==> config.mk <==
export PLATFORM = sky130hd
export DESIGN_NAME = alu_64
export DESIGN_NICKNAME = d
export VERILOG_FILES = /design/src/rtl/alu_64.sv
export SDC_FILE = /design/constraint.sdc
export NUM_CORES = 1
export LEC_CHECK = 0
export CAP_MARGIN = 20
export CORE_ASPECT_RATIO = 1.1
export CORE_MARGIN = 1.5
export CORE_UTILIZATION = 49
export DETAILED_ROUTE_END_ITERATION = 8
export PLACE_DENSITY_LB_ADDON = 0.1
export SLEW_MARGIN = 40
export SYNTH_ARGS = -nofsm -noshare
export SYNTH_HDL_FRONTEND = slang
export SYNTH_SLANG_ARGS = --single-unit
==> constraint.sdc <==
create_clock -name clk -period 2.1 [get_ports clk]
set_input_delay 0.42 -clock clk [delete_from_list [all_inputs] [get_ports clk]]
set_output_delay 0.42 -clock clk [all_outputs]
set_load 0.1 [all_outputs]
==> src/rtl/alu_64.sv <==
// Registered LEGv8-style integer ALU: the combinational core computes the result
// and NZCV flags, and they are captured one clock after an accepted operation.
module alu_64 #(
    parameter int WIDTH = 64
) (
    input  logic             clk,
    input  logic             rst,
    input  logic             in_valid,
    input  logic [WIDTH-1:0] A,
    input  logic [WIDTH-1:0] B,
    input  logic [3:0]       Op,
    output logic [WIDTH-1:0] F,
    output logic             Z,
    output logic             N,
    output logic             C,
    output logic             V,
    output logic             out_valid
);

    localparam logic [3:0] OP_AND  = 4'b0000;
    localparam logic [3:0] OP_OR   = 4'b0001;
    localparam logic [3:0] OP_ADD  = 4'b0010;
    localparam logic [3:0] OP_SUB  = 4'b0110;
    localparam logic [3:0] OP_PASS = 4'b0111;
    localparam logic [3:0] OP_NOR  = 4'b1100;

    logic [WIDTH-1:0] res;
    logic [WIDTH-1:0] b_eff;
    logic             carry_in;
    logic [WIDTH:0]   sum;
    logic             c_res;
    logic             v_res;

    // ADD and SUB share one adder; SUB feeds ~B with a carry-in of 1.
    always_comb begin
        b_eff    = (Op == OP_SUB) ? ~B : B;
        carry_in = (Op == OP_SUB);
        sum      = {1'b0, A} + {1'b0, b_eff} + {{WIDTH{1'b0}}, carry_in};
    end

    always_comb begin
        res   = '0;
        c_res = 1'b0;
        v_res = 1'b0;
        case (Op)
            OP_AND:  res = A & B;
            OP_OR:   res = A | B;
            OP_ADD, OP_SUB: begin
                res   = sum[WIDTH-1:0];
                c_res = sum[WIDTH];
                v_res = (A[WIDTH-1] == b_eff[WIDTH-1]) && (res[WIDTH-1] != A[WIDTH-1]);
            end
            OP_PASS: res = B;
            OP_NOR:  res = ~(A | B);
            default: res = '0;
        endcase
    end

    always_ff @(posedge clk or posedge rst) begin
        if (rst) begin
            F         <= '0;
            Z         <= 1'b1;
            N         <= 1'b0;
            C         <= 1'b0;
            V         <= 1'b0;
            out_valid <= 1'b0;
        end else begin
            out_valid <= in_valid;
            if (in_valid) begin
                F <= res;
                Z <= (res == '0);
                N <= res[WIDTH-1];
                C <= c_res;
                V <= v_res;
            end
        end
    end

endmodule

==> reports/metrics.yaml, run 1 <==
status:
  status: "stopped before the end"
  lastStage: "global routing (5_1_grt)"
  error: "[ERROR GRT-0232] Routing congestion too high. Check the congestion heatmap in the GUI."
clocking:
  clockRootBuffer: "clkbuf_16"
  cts.path.max_buffers: 2
  cts_buffers: 9
  htreeDepth: 3
  cts.sinks: 68
  holdBufCountCts: 0
synth:
  synth_compound_area_frac: 0.3161
  ys_warn_count: 0
  synth_area_um2: 10130
  avgSynthCellArea_um2: 7.512
  ys_types: 88
  ys_ff_latch: 68
  seq_area_frac_synth: 0.1682
  async_flop_share: 1.000
  synth-main-ff-cell: "dfrtp_1"
  netlist_instances: 1348
  synth_nets: 1560
  synthAdderAreaFrac: 0.1562
  yosys.area_share.simple: 0.1992
  synth_edf_count: 0
  synth_mux_area_frac: 0.03040
  synth-xor-area-share: 0.08649
  synth_top_family_by_area: "compound AO/OA/AOI/OAI gates"
floorplan:
  fp.dieH_um: 153.8
  die_x_um: 140.1
  start_util: 0.5046
  num_rows: 54
  io_pins: 204
grt:
  grt_remaining_overflow: 122
  grt_max_degree: 97
  track_usage: 0.7668
place:
  place_ws_ns: -3.467
  place_hpwl_um: 36230
  place_congestion: 0.9797
  port_buffers: 203
## repair_timing
item / 4_1_cts
buffers inserted: 57
endpoints found under the setup margin: 66
pin swaps: 134
resized for setup: 280
gates cloned: 2
## kinds of logic after synthesis
group / Yosys count
xor gates and xnor gates: 100
adders and majority gates: 138
and+or+nand+nor: 416
muxes: 28
buffers and inverters: 110
DFF: 68
AOI/OAI and AO/OA: 488
## per-stage QoR
step	std cells	instance area, um^2	utilization
after floorplan	1348	10230	-
after global placement	2194	15730	0.7840
after detailed placement	2194	15740	0.7844
after CTS	2255	17660	0.8800
## Yosys cell counts, drive strengths merged (7+ instances only)
cell / number / share of area
clkbuf: 56 / 0.021
a21o: 25 / 0.019
mux2: 22 / 0.024
or3: 12 / 0.0074
nor3b: 7 / 0.0057
a22oi: 17 / 0.013
and2: 8 / 0.0049
nor4: 9 / 0.0062
a211oi: 16 / 0.014
nor3: 57 / 0.029
and3: 12 / 0.0079
nand4: 38 / 0.023
nand2: 131 / 0.049
ha: 76 / 0.094
a21oi: 168 / 0.084
o21a: 19 / 0.014
o211ai: 17 / 0.013
xnor2: 21 / 0.018
o21bai: 10 / 0.0078
o31ai: 35 / 0.026
nor2: 92 / 0.034
nand3: 21 / 0.010
a221oi: 7 / 0.0061
o21ai: 85 / 0.042
a22o: 7 / 0.0061
xor2: 79 / 0.068
maj3: 61 / 0.060
a31oi: 18 / 0.012
dfrtp: 67 / 0.17
inv: 22 / 0.0082
buf: 32 / 0.015
o2111ai: 7 / 0.0061
## layer usage
metal / GRT overflow / GRT usage
met5: 1 / 0.1419
met4: 46 / 0.8261
met1: 3 / 0.7569
met3: 3 / 0.5765
met2: 69 / 0.9604
==> run 2: changes to the inputs <==
Settings changed: CORE_ASPECT_RATIO 1.1 to default, CORE_UTILIZATION 49 to 40, PLACE_DENSITY_LB_ADDON 0.1 to 0.15.
Clock period 2.1 ns to 2.75 ns, I/O delays scaled along.
==> run 2 against run 1 <==
- the flow now finishes, with violations (setup timing)
- synthesized cell count unchanged
- area after synthesis unchanged
==> reports/metrics.yaml, run 2 <==
layout:
  diodes: 0
  largest_register_ff_count: 64
  fin_nets: 2257
  seqCellArea_um2: 1703
  fin_util: 0.7588
  syn_to_final_growth_pct: 87.62
  finalInstanceArea_um2: 19000
  finalNonFillerCells: 2380
  final_cell_mix: "buf_4 (569), clkdlybuf4s50_1 (127), nand2_1 (113), a21oi_1 (98), nor2_1 (74)"
  multi_input_area_um2: 9945
  drive_above_1_share: 0.4766
  nFillCells: 1812
  layout_commonest_cell: "buf_4"
  top_register: "F"
floorplan:
  fp.dieH_um: 162.1  # was 153.8 um
  start_util: 0.4044  # was 0.5046
  die_area_um2: 26280
  num_rows: 58  # was 54
  io_pins: 204  # unchanged
  core_area_um2: 25040
  die_x_um: 162.1  # was 140.1 um
place:
  port_buffers: 203  # unchanged
  dpl_cell_area_um2: 15780  # was 15740 um^2
  placed_cells: 2266  # was 2194
  place_ws_ns: -3.001  # was -3.467 ns
  place_congestion: 1.002  # was 0.9797
  place_hpwl_um: 36320  # was 36230 um
sta:
  finalCriticalPeriod_ns: 4.674
  hold_ws_ns: 0.4801
  rsz0062_at_grt: "true"
  finalHoldViolCount: 0
  setup_viol: 60
  setup_slack_ns: -1.924
  post-route-period-util: 1.700
  finClkSkew_ns: 0
  slew_headroom: 0.5224
  drv_slew: 0
  max_freq_ghz: 0.2140
  tightest_slew_ns: 0.7089
synth:
  seq_area_frac_synth: 0.1682  # unchanged
  ys_warn_count: 0  # unchanged
  synth.most_common_cell: "a21oi_1"  # unchanged
  synth_top_area_cell: "dfrtp_1"  # unchanged
  avgSynthCellArea_um2: 7.512  # unchanged
  netlist_instances: 1348  # unchanged
  ys_ff_latch: 68  # unchanged
  ys_types: 88  # unchanged
  synth_nets: 1560  # unchanged
  synthTopCellsByArea: "dfrtp_1 (17%), ha_1 (9.4%), a21oi_1 (8.2%), xor2_1 (6.8%), maj3_1 (6.0%)"  # unchanged
  synth_common_cells: "a21oi_1 (166), nand2_1 (131), nor2_1 (92)"  # unchanged
  synth_area_um2: 10130  # unchanged
  async_flop_share: 1.000  # unchanged
  synth_edf_count: 0  # unchanged
  synth-main-ff-cell: "dfrtp_1"  # unchanged
  netlist.area_leader.share: 0.1656  # unchanged
setup_path:
  required_ns: 3.01
  slowest_stage: "nor4_2"
  critPathCaptureType: "register"
  reg2reg_depth: 1
  rr_endpoint: "F[48]"
  crit_type: "in2reg"
  r2r_setup_slack_ns: 1.95
  r2r_start: "F[48]"
  crit_chain: "buf_6 > and4bb_4 > buf_12 > buf_12 > buf_6 > xor2_1 > ha_2 > buf_6 > nand4_1 > nor2_2 > o21ai_4 > a21oi_2 > buf_4 > nor2_1 > buf_4 > xnor2_2 > a221o_1 > nor4_2 > nand4_1 > nor4_2 > and4_1 > nand4_1 > o41ai_2"
  cp-endpoint: "Z"
  startpoint_type: "primary input"
  crit_path_max_fanout: 6
  cp.arrival_ns: 4.94
  slowest_delay_ns: 0.41
  critPathLaunch: "Op[3]"
routing:
  dr.pass1.iters: 6
  routed_wirelength_um: 50560
  antenna_left: 0
  via_count: 14120
  drt_iter0_drc: 1236
  remaining_drc_errors: 0
  vias_per_cell: 5.934
  wl_per_cell_um: 21.24
flow_run:
  maxCapViolCount: 0
grt:
  grt_pass1_wl_um: 73370
  track_usage: 0.3533
  grt_max_degree: 85
  grt_pass1_vias: 13740
  antenna_found_initial: 0
  grt_remaining_overflow: 0
power:
  pwr-share-seq: 0.157
  p_int_mw: 4.019
  p_sw_frac: 0.4705
  leakagePower_nw: 8.211
  pwr-share-comb: 0.673
  clkPwrFrac: 0.171
  p_per_area_nw_per_um2: 399.5
  power.switching_mw: 3.571
  ir_worst_vdd_v: 0.0003224
status:
  status: "finished, violations left"  # was stopped before the end
  violations: "setup timing"
clocking:
  cts_buffers: 9  # unchanged
  clock_latency_ns: 0.35
  clkSlewWorstSetupHoldPaths_ns: 0.07
  cts.sinks: 68  # unchanged
  cts_tree: "built"
  cts.path.max_buffers: 2  # unchanged
  holdBufCountCts: 0  # unchanged
  htreeDepth: 3  # unchanged
  clockRootBuffer: "clkbuf_16"  # unchanged
hold_path:
  hold_path_class: "reg2reg"
-- run 2: cell counts after synthesis --
No cell type changed its count.
-- run 2: kinds of logic (layout without fill, tap and decap cells) --
group / after synthesis / count (layout) / share of synthesized area
AOI/OAI and AO/OA: 488 / 488 / 0.3161
xor gates and xnor gates: 100 / 100 / 0.08649
adders and majority gates: 138 / 138 / 0.1562
buffers and inverters: 110 / 812 / 0.04349
DFF: 68 / 68 / 0.1682
muxes: 28 / 28 / 0.03040
and+or+nand+nor: 416 / 416 / 0.1992
-- run 2: area by class of cell --
cell class,instances,area share
Clock inverter,7,0.004281
Timing Repair Buffer,774,0.3447
Tap cell,330,0.02173
Multi-Input combinational cell,1170,0.5234
Clock buffer,9,0.01185
Sequential cell,68,0.08963
Inverter,22,0.004347
-- run 2: power by group through the flow --
stage / clock (mW) / combinational (mW) / sequential, mW
final: 1.30 / 5.11 / 1.19
after global placement: 0 / 4.13 / 1.20
after global routing: 1.34 / 5.35 / 1.20
after CTS: 1.30 / 4.53 / 1.19
after detailed placement: 0 / 4.15 / 1.21
after floorplan: 0 / 1.47 / 2.00
-- run 2: routing by layer --
layer | track usage | vias to the layer above | routed length [um]
li1 | - | 6461 | -
met1 | 0.4411 | 6863 | 20560
met2 | 0.6161 | 616 | 24610
met3 | 0.04290 | 184 | 2843
met4 | 0.1439 | 0 | 2552
met5 | 0 | - | 0
-- run 2: per-stage QoR --
| stage | total power [mW] | TNS [ns] |
|---|---|---|
| after detailed placement | 5.353 | -96.16 |
| after floorplan | 3.477 | -33.73 |
| after global placement | 5.330 | -92.74 |
| after CTS | 7.016 | -50.92 |
| after global routing | 7.882 | -60.15 |
| final | 7.590 | -54.37 |
-- run 2: timing repair --
item / 4_1_cts / 5_1_grt
buffers inserted: 56 / 55
pin swaps: 78 / 104
resized for setup: 208 / 246
setup endpoints to repair: 65 / 63
hold endpoints to repair: 0 / 0
gates cloned: 0 / 1
-- run 2: how the worst min path moves through the flow --
stage | start | end | slack (ns) | cells after the start
6_report | F[1] | F[1] | 0.48 | 1
5_1_grt | F[52] | F[52] | 0.51 | 1
4_1_cts | F[52] | F[52] | 0.48 | 1
2_1_floorplan | in_valid | out_valid | 0.58 | 0
3_3_place_gp | F[42] | F[42] | 0.46 | 1
3_5_place_dp | F[1] | F[1] | 0.47 | 1
-- run 2: worst max-delay path: cells and delay by family --
family,cells,cell delay [ns]
buf+inv,7,0.84
compound gates,4,0.88
simple gates,9,2.08
xor+xnor,2,0.19
fa+ha+maj,1,0.39
Power figures use the tool's default switching activity.
